$ cat config.mk
export PLATFORM = sky130hd
export DESIGN_NAME = mult_flux_scheduler
export DESIGN_NICKNAME = d
export VERILOG_FILES = /design/src/rtl/mult_flux_scheduler.sv
export SDC_FILE = /design/constraint.sdc
export NUM_CORES = 1
export LEC_CHECK = 0
export CORE_UTILIZATION = 35
export CTS_BUF_LIST = sky130_fd_sc_hd__clkbuf_8
export DETAILED_ROUTE_END_ITERATION = 16
export GPL_TIMING_DRIVEN = 0
export PLACE_DENSITY = 0.59
export SKIP_LAST_GASP = 1
export SYNTH_ARGS = -nofsm -noshare
export SYNTH_HDL_FRONTEND = slang
export SYNTH_SLANG_ARGS = --single-unit
$ cat constraint.sdc
create_clock -name clk -period 14.4 [get_ports clk]
set_input_delay 2.88 -clock clk [delete_from_list [all_inputs] [get_ports clk]]
set_output_delay 2.88 -clock clk [all_outputs]
set_load 0.01 [all_outputs]
$ cat src/rtl/mult_flux_scheduler.sv
// mult_flux_scheduler: round-robin command sequencer for the shared
// multi-flux scalar multiplier; optional counters under MULT_SCHED_PERF_EN.
module mult_flux_scheduler #(
   parameter int FLUX       = 2,
   parameter int SIZE_WIDTH = 7,
   localparam int TAG_WIDTH = (FLUX > 1) ? $clog2(FLUX) : 1
) (
   input  logic                       clk,
   input  logic                       rst,
   input  logic [FLUX-1:0]            cfg_empty,
   input  logic [FLUX*SIZE_WIDTH-1:0] cfg_size,
   input  logic [FLUX-1:0]            data_empty,
   input  logic                       out_full,
   output logic [FLUX-1:0]            cfg_read,
   output logic [FLUX-1:0]            data_read,
   output logic [TAG_WIDTH-1:0]       dp_tag,
   output logic                       dp_load,
   output logic                       dp_mul,
   output logic                       dp_first,
   output logic                       dp_last,
   output logic                       size_err,
   output logic [FLUX-1:0]            busy
`ifdef MULT_SCHED_PERF_EN
   ,
   output logic [FLUX*16-1:0]         blk_done,
   output logic [15:0]                stall_cyc
`endif
);

   typedef enum logic {IDLE = 1'b0, WORK = 1'b1} state_t;

   state_t                state_q [FLUX];
   state_t                state_d [FLUX];
   logic [SIZE_WIDTH-1:0] max_q   [FLUX];
   logic [SIZE_WIDTH-1:0] max_d   [FLUX];
   logic [SIZE_WIDTH-1:0] cnt_h_q [FLUX];
   logic [SIZE_WIDTH-1:0] cnt_h_d [FLUX];
   logic [SIZE_WIDTH-1:0] cnt_v_q [FLUX];
   logic [SIZE_WIDTH-1:0] cnt_v_d [FLUX];
   logic [SIZE_WIDTH-1:0] size_a  [FLUX];
   logic [TAG_WIDTH-1:0]  rr_q, rr_d, gnt, idx;
   logic [FLUX-1:0]       elig;
   logic                  found, size_err_d;

   // per-flux size unpacking, busy flags and eligibility
   always_comb begin
      for (int i = 0; i < FLUX; i++) begin
         size_a[i] = cfg_size[i*SIZE_WIDTH +: SIZE_WIDTH];
         busy[i]   = (state_q[i] == WORK);
         elig[i]   = (state_q[i] == WORK) ? (!data_empty[i] && !out_full)
                                          : !cfg_empty[i];
      end
   end

   // round-robin scan starting just after the last granted tag
   always_comb begin
      found = 1'b0;
      gnt   = '0;
      idx   = rr_q;
      for (int k = 0; k < FLUX; k++) begin
         idx = (idx == TAG_WIDTH'(FLUX - 1)) ? '0 : idx + TAG_WIDTH'(1);
         if (!found && elig[idx]) begin
            found = 1'b1;
            gnt   = idx;
         end
      end
   end

   // command strobes and next-state for the granted flux
   always_comb begin
      cfg_read   = '0;
      data_read  = '0;
      dp_tag     = '0;
      dp_load    = 1'b0;
      dp_mul     = 1'b0;
      dp_first   = 1'b0;
      dp_last    = 1'b0;
      size_err_d = 1'b0;
      rr_d       = rr_q;
      state_d    = state_q;
      max_d      = max_q;
      cnt_h_d    = cnt_h_q;
      cnt_v_d    = cnt_v_q;
      if (found) begin
         dp_tag = gnt;
         rr_d   = gnt;
         if (state_q[gnt] == WORK) begin
            data_read[gnt] = 1'b1;
            dp_mul   = 1'b1;
            dp_first = (cnt_h_q[gnt] == '0) && (cnt_v_q[gnt] == '0);
            dp_last  = (cnt_h_q[gnt] == max_q[gnt]) &&
                       (cnt_v_q[gnt] == max_q[gnt]);
            if (cnt_h_q[gnt] < max_q[gnt]) begin
               cnt_h_d[gnt] = cnt_h_q[gnt] + SIZE_WIDTH'(1);
            end else if (cnt_v_q[gnt] < max_q[gnt]) begin
               cnt_h_d[gnt] = '0;
               cnt_v_d[gnt] = cnt_v_q[gnt] + SIZE_WIDTH'(1);
            end else begin
               cnt_h_d[gnt] = '0;
               cnt_v_d[gnt] = '0;
               state_d[gnt] = IDLE;
            end
         end else begin
            cfg_read[gnt] = 1'b1;
            if (size_a[gnt] != '0) begin
               dp_load      = 1'b1;
               max_d[gnt]   = size_a[gnt] - SIZE_WIDTH'(1);
               cnt_h_d[gnt] = '0;
               cnt_v_d[gnt] = '0;
               state_d[gnt] = WORK;
            end else begin
               size_err_d = 1'b1;
            end
         end
      end
   end

   // state registers; reset leaves tag 0 first in line
   always_ff @(posedge clk) begin
      if (rst) begin
         for (int i = 0; i < FLUX; i++) begin
            state_q[i] <= IDLE;
            max_q[i]   <= '0;
            cnt_h_q[i] <= '0;
            cnt_v_q[i] <= '0;
         end
         rr_q     <= TAG_WIDTH'(FLUX - 1);
         size_err <= 1'b0;
      end else begin
         state_q  <= state_d;
         max_q    <= max_d;
         cnt_h_q  <= cnt_h_d;
         cnt_v_q  <= cnt_v_d;
         rr_q     <= rr_d;
         size_err <= size_err_d;
      end
   end

`ifdef MULT_SCHED_PERF_EN
   logic [15:0] blk_q [FLUX];
   logic        stall_hit;

   // a stall is a WORK flux holding an operand while the output is full
   always_comb begin
      stall_hit = out_full && |(busy & ~data_empty);
      for (int i = 0; i < FLUX; i++) begin
         blk_done[i*16 +: 16] = blk_q[i];
      end
   end

   // saturating block-completion and stall counters
   always_ff @(posedge clk) begin
      if (rst) begin
         for (int i = 0; i < FLUX; i++) begin
            blk_q[i] <= '0;
         end
         stall_cyc <= '0;
      end else begin
         for (int i = 0; i < FLUX; i++) begin
            if (dp_last && (dp_tag == TAG_WIDTH'(i)) && (blk_q[i] != 16'hFFFF))
               blk_q[i] <= blk_q[i] + 16'd1;
         end
         if (stall_hit && (stall_cyc != 16'hFFFF))
            stall_cyc <= stall_cyc + 16'd1;
      end
   end
`endif

endmodule
-- Word level (Yosys, flattened, before mapping)
Index checks and enable logic that the tools add are counted.
- flip-flop bits (word level): 46
- logic and storage cells: 120
- bits of input ports: 21
- equal/unequal tests: 4
- bitwise operators: 9
- multiplexer cells: 62
- $lt $le $gt $ge: 8
- reduce and logical (&&, ||, !) cells: 22
- add/subtract/negate cells: 5
- operator list (operator ; number):
    two-way mux 14 bit ; 7
    two-way mux 7 bit ; 13
    bitwise mux 14 bit ; 3
    AND 14 bit ; 2
    two-way mux 1 bit ; 28
    two-way mux 2 bit ; 8
    adder 7 x 1 -> 7 bit (second input constant) ; 2
    == test 7 bit ; 2
    logical NOT 7 bit ; 2
    less-than comparator 7 bit ; 2
    NOT 14 bit ; 1
    demux 7 bit (select 1 bit) ; 1
    logical AND 1 bit ; 7
    nonzero test 7 bit ; 1
    subtractor 7 x 1 -> 7 bit (second input constant) ; 1
    logical NOT 1 bit ; 6
    less-than comparator 1 x 2 -> 1 bit (second input constant) ; 3
    AND reduction 3 bit ; 2
    inequality test 2 bit (second input constant) ; 2
    AND reduction 4 bit ; 1
    OR reduction 3 bit ; 1
    adder 1 bit (second input constant) ; 2
    AND 2 bit ; 1
    demux 1 bit (select 1 bit) ; 2
    other kinds (9) ; 10

-- Longest topological paths before layout
Gate-level depths: netlist of the first run.
- depth after elaboration: 19
- gate-level depth with buffers: 19
- gate-level depth less buffers: 14

-- Worst setup path before layout of the first run
Ideal clock, no wire load.
- kind: in2out
- from: input port data_empty[1]
- to: output port dp_last
- data required time: 11520 ps
- path slack: 5500 ps
- stages on the path: 12
- data arrival time: 6020 ps
- cells stage by stage: or3b_4 -> a211o_4 -> inv_6 -> buf_2 -> buf_2 -> buf_1 -> mux2i_1 -> ha_1 -> nand2_1 -> nor4b_1 -> mux2i_4 -> nor4_1
- cells in the longest elaborated chain, start to end: 17
- ends and longest elaborated chain (what ; line ; source):
    start: declaration ; 12 ; input logic [FLUX-1:0] data_empty,
    logical NOT 1 bit (*) ; 50 ; elig[i] = (state_q[i] == WORK) ? (!data_empty[i] && !out_full)
    logical AND 1 bit (*) ; 50 ;
    two-way mux 1 bit (*) ; 50 ;
    two-way mux 1 bit (implied by the code) (2 in series) ; 62 ; if (!found && elig[idx]) begin
    two-way mux 1 bit ; 62 ;
    logical NOT 1 bit ; 62 ;
    logical AND 1 bit ; 62 ;
    two-way mux 1 bit ; 62 ;
    NOT 1 -> 2 bit (implied by the code) ; 87, 91, 92 ;
    two-way mux 7 bit, on equally long branches (3 in series) ; 91, 92 ;
    == test 7 bit, on equally long branches ; 91, 92 ;
    logical AND 1 bit ; 91 ; dp_last = (cnt_h_q[gnt] == max_q[gnt]) &&
    two-way mux 1 bit ; 87 ; if (state_q[gnt] == WORK) begin
    two-way mux 1 bit (*) ; 84 ; if (found) begin
    end: declaration ; 20 ; output logic dp_last,
Mark *: on every way between the ends. The rest lies on a longest branch, timed or not. The select of a mux whose other input is x is not followed.

-- Worst setup path after layout of the first run
- from: input port out_full
- to: output port dp_last
- cells in the longest elaborated chain, start to end: 17
- ends and longest elaborated chain (what ; line ; source):
    start: declaration ; 13 ; input logic out_full,
    logical NOT 1 bit (*) ; 50 ;
    logical AND 1 bit ; 50 ;
    two-way mux 1 bit ; 50 ;
    two-way mux 1 bit (implied by the code) (2 in series) ; 62 ;
    two-way mux 1 bit ; 62 ;
    logical NOT 1 bit ; 62 ;
    logical AND 1 bit ; 62 ;
    two-way mux 1 bit ; 62 ;
    NOT 1 -> 2 bit (implied by the code) ; 87, 91, 92 ;
    two-way mux 7 bit, on equally long branches (3 in series) ; 91, 92 ;
    == test 7 bit, on equally long branches ; 91, 92 ;
    logical AND 1 bit ; 91 ;
    two-way mux 1 bit ; 87 ;
    two-way mux 1 bit (*) ; 84 ;
Marked as above.

==> summary.txt, run 1 <==
min cycle time layout -> 10.74 ns
TNS Setup -> 0 ns
Max-Cap Viols -> 0
Synth Net Count -> 447
via count -> 3342
switching pwr -> 222 uW
final hold slack -> 0.481 ns
Static Leak -> 1.53 nW
crit end category -> output port
Post-synth EDFFs -> 0
Main synth FF type -> dfxtp_1
Crit path required time -> 11.52 ns
Routed wire per std cell -> 18.0 um
xor/xnor share of the synthesized area -> 5.70%
Pwr Density -> 126 nW/um2
Iteration-0 DRC Markers -> 191
Core Area -> 9280 um2
Root Driver -> clkbuf_8
status -> finished, final reports clean
Compound-Gate Fraction of Synth Area -> 20.3%
CTS tree -> yes
hpwl dp -> 7910 um
clock net sink count -> 46
# DRC -> 0
remaining global-route overflow -> 0
RSZ-0062 raised after global routing -> false
clk slew on worst S/H paths -> 0.08 ns
Clk pwr share -> 15.8%
count leader, synth -> dfxtp_1
Final Hold Fails -> 0
Flop pwr share -> 30.1%
CP Class -> in -> out
Post-Synth Simple-Gate Area -> 24.4%
Syn-to-layout area delta -> 16.6%
CP startpoint kind -> primary input
final setup vio count -> 0
drt pass-1 iters -> 5
CTS Buf Count -> 5
R2R cell count -> 16
RePlAce Congestion -> 0.888
mux contribution to synthesized area -> 10.4%
Synth top area share -> 27.3%
largest area contributor in the netlist -> dfxtp_1
vias in the first global route -> 3205
Int Pwr -> 275 uW
Die Span Y -> 100 um
CTS Buffer Depth -> 2
distinct cell type count after synthesis -> 62
Synth Area in Adders -> 6.59%
PostCTS Resize Cnt -> 0
Tcrit/Tclk final -> 74.6%
share of post-route cells with drive strength above 1 -> 9.07%
Final ANT Viol Nets -> 0
PortBufs -> 32
Switching Fraction -> 44.7%
Die X -> 100 um
I/O pin count -> 33
Final Slew Violations -> 0
slew margin rel. -> 44.3%
routed vias/inst -> 5.75
global-route usage over all layers -> 21.8%
Worst R2R Setup Slack -> 9.07 ns
row count -> 35
pin count of the biggest net entering global routing -> 14
largest family of logic cells by synthesized area -> simple AND/OR/NAND/NOR gates
setup bufs post-CTS -> 0
WHS Endpoint -> cnt_v_q[13]$_SDFFE_PP0P_
maximum VDD drop -> 39.0 uV
maximum fanout along the worst path -> 10
Setup Skew -> 0.00793 ns
initial antenna violation count -> 0
synthesized instance count -> 413
fmax -> 93.1 MHz
antenna fix cells -> 0
synthesized area -> 3380 um2
CTS H-tree lvls -> 2
die area -> 10000 um2
clk_lat worst skew -> 0.31 ns
top cells by count, synth -> dfxtp_1 (46), nor2_1 (38), nand2_1 (37)
Area contributors post-synth -> dfxtp_1 (27%), mux2i_1 (7.4%), ha_1 (4.8%)
Synth Register Bits -> 46
hold path startpoint -> cnt_v_q[13]$_SDFFE_PP0P_
CP arrival -> 7.86 ns
effective utilization at floorplan -> 36.4%
global-route wire length before repair -> 16900 um
Async SR Flop Fraction -> 0%
Seq/Total Area, Yosys -> 27.3%
Mapped Avg Cell Area -> 8.18 um2
CTS Hold Buffers Added -> 0
Nets -> 486
Comb pwr share -> 54.0%
Least-Margin Pin Slew -> 0.833 ns
WHS Path Cells -> 2
yosys warns -> 0
Routed WL -> 10400 um
class of the worst hold path -> reg -> reg
Worst R2R End -> cnt_v_q[1]$_SDFFE_PP0P_
-- final cells by class --
cell class                      count  area, um2
Inverter                           21       83.8
Tap cell                          129        161
Fill cell                         958       5350
Sequential cell                    46        921
Timing Repair Buffer               32        320
Clock inverter                      2       10.0
Multi-Input combinational cell    327       2280
Clock buffer                        5       68.8
Buffer                             19       95.1
-- cells by family after synthesis --
family | count (synthesis)
DFF | 46
buffers and inverters | 40
xor gates and xnor gates | 22
AOI/OAI and AO/OA | 95
and+or+nand+nor | 159
muxes | 32
adders and majority gates | 19
-- placed cells by master (no fill, tap or decap), types with 6 or more instances in the layout --
master	instances
nor2_1	38
xnor2_1	14
and3_1	6
inv_1	20
clkdlybuf4s50_1	32
nand4_1	15
ha_1	13
o21ai_0	18
clkbuf_1	8
nand3_1	6
nor3_1	17
a21oi_1	30
nor4_1	6
buf_2	6
maj3_1	6
dfxtp_1	46
nand2b_1	9
xor2_1	8
mux2i_1	25
nand2_1	37
a211oi_1	8
-- routing by layer --
| metal | vias up | wire length [um] | GRT usage, % |
|---|---|---|---|
| li1 | 1591 | - | - |
| met1 | 1613 | 4740 | 28.5 |
| met2 | 116 | 4810 | 36.7 |
| met3 | 22 | 630 | 2.65 |
| met4 | 0 | 265 | 7.92 |
| met5 | - | 0 | 0 |
-- metrics by stage --
stage / power (mW) / util, % / cell area, um2 / worst slack (ns) / std cells
2_1_floorplan: 0.332 / - / 3380 / 5.50 / 413
3_3_place_gp: 0.415 / 41.6 / 3860 / 3.64 / 574
3_5_place_dp: 0.416 / 41.6 / 3860 / 3.65 / 574
4_1_cts: 0.494 / 42.4 / 3940 / 3.62 / 581
5_1_grt: 0.528 / 42.4 / 3940 / 3.44 / 581
6_report: 0.496 / 42.4 / 3940 / 3.66 / 581
-- registers in the layout, indices dropped and copies added, names as in the netlist, named ones only --
| register | flops |
|---|---|
| cnt_h_q | 14 |
| cnt_v_q | 14 |
| max_q | 14 |
| rr_q | 1 |
| size_err | 1 |
-- power by group through the flow --
| stage | Combinational [mW] | Sequential (mW) | Clock, mW |
|---|---|---|---|
| floorplan | 0.183 | 0.149 | 0 |
| finish | 0.268 | 0.149 | 0.0786 |
| global placement | 0.264 | 0.152 | 0 |
| detailed placement | 0.264 | 0.152 | 0 |
| CTS | 0.266 | 0.149 | 0.0791 |
| global route | 0.292 | 0.151 | 0.0847 |
-- how the worst max path moves through the flow --
stage | start | depth (start not counted) | slack, ns | end
final | out_full | 14 | 3.66 | dp_last
after global routing | out_full | 14 | 3.44 | dp_last
after CTS | out_full | 14 | 3.62 | dp_last
after detailed placement | out_full | 14 | 3.65 | dp_last
after global placement | out_full | 14 | 3.64 | dp_last
after floorplan | data_empty[1] | 12 | 5.50 | dp_last
-- worst max-delay path, cell delays in order --
cell             delay, ns
clkdlybuf4s50_1       0.46
or3b_4                0.41
a211o_4               0.41
inv_6                 0.11
buf_2                 0.33
buf_2                 0.31
buf_1                 0.58
mux2i_1               0.28
ha_1                  0.34
nand2_1               0.07
nor4b_1               0.51
mux2i_4               0.21
nor4_1                0.35
clkdlybuf4s50_1       0.62
Note: power is estimated with default switching activity, not from simulation.
==> inputs of run 2 (changes only) <==
clock period = 10.5 ns   (was 14.4 ns; I/O delays follow)
==> results of run 2 <==
Same layout as run 1 (identical final DEF). Status: finished, final reports clean.
Main changes from that run: setup slack after placement 3.65 ns -> 1.31 ns; setup slack after layout 3.66 ns -> 1.32 ns; register-to-register setup slack 9.07 ns -> 5.17 ns; total power 0.496 mW -> 0.681 mW; worst IR drop on VDD 39.0 uV -> 53.4 uV
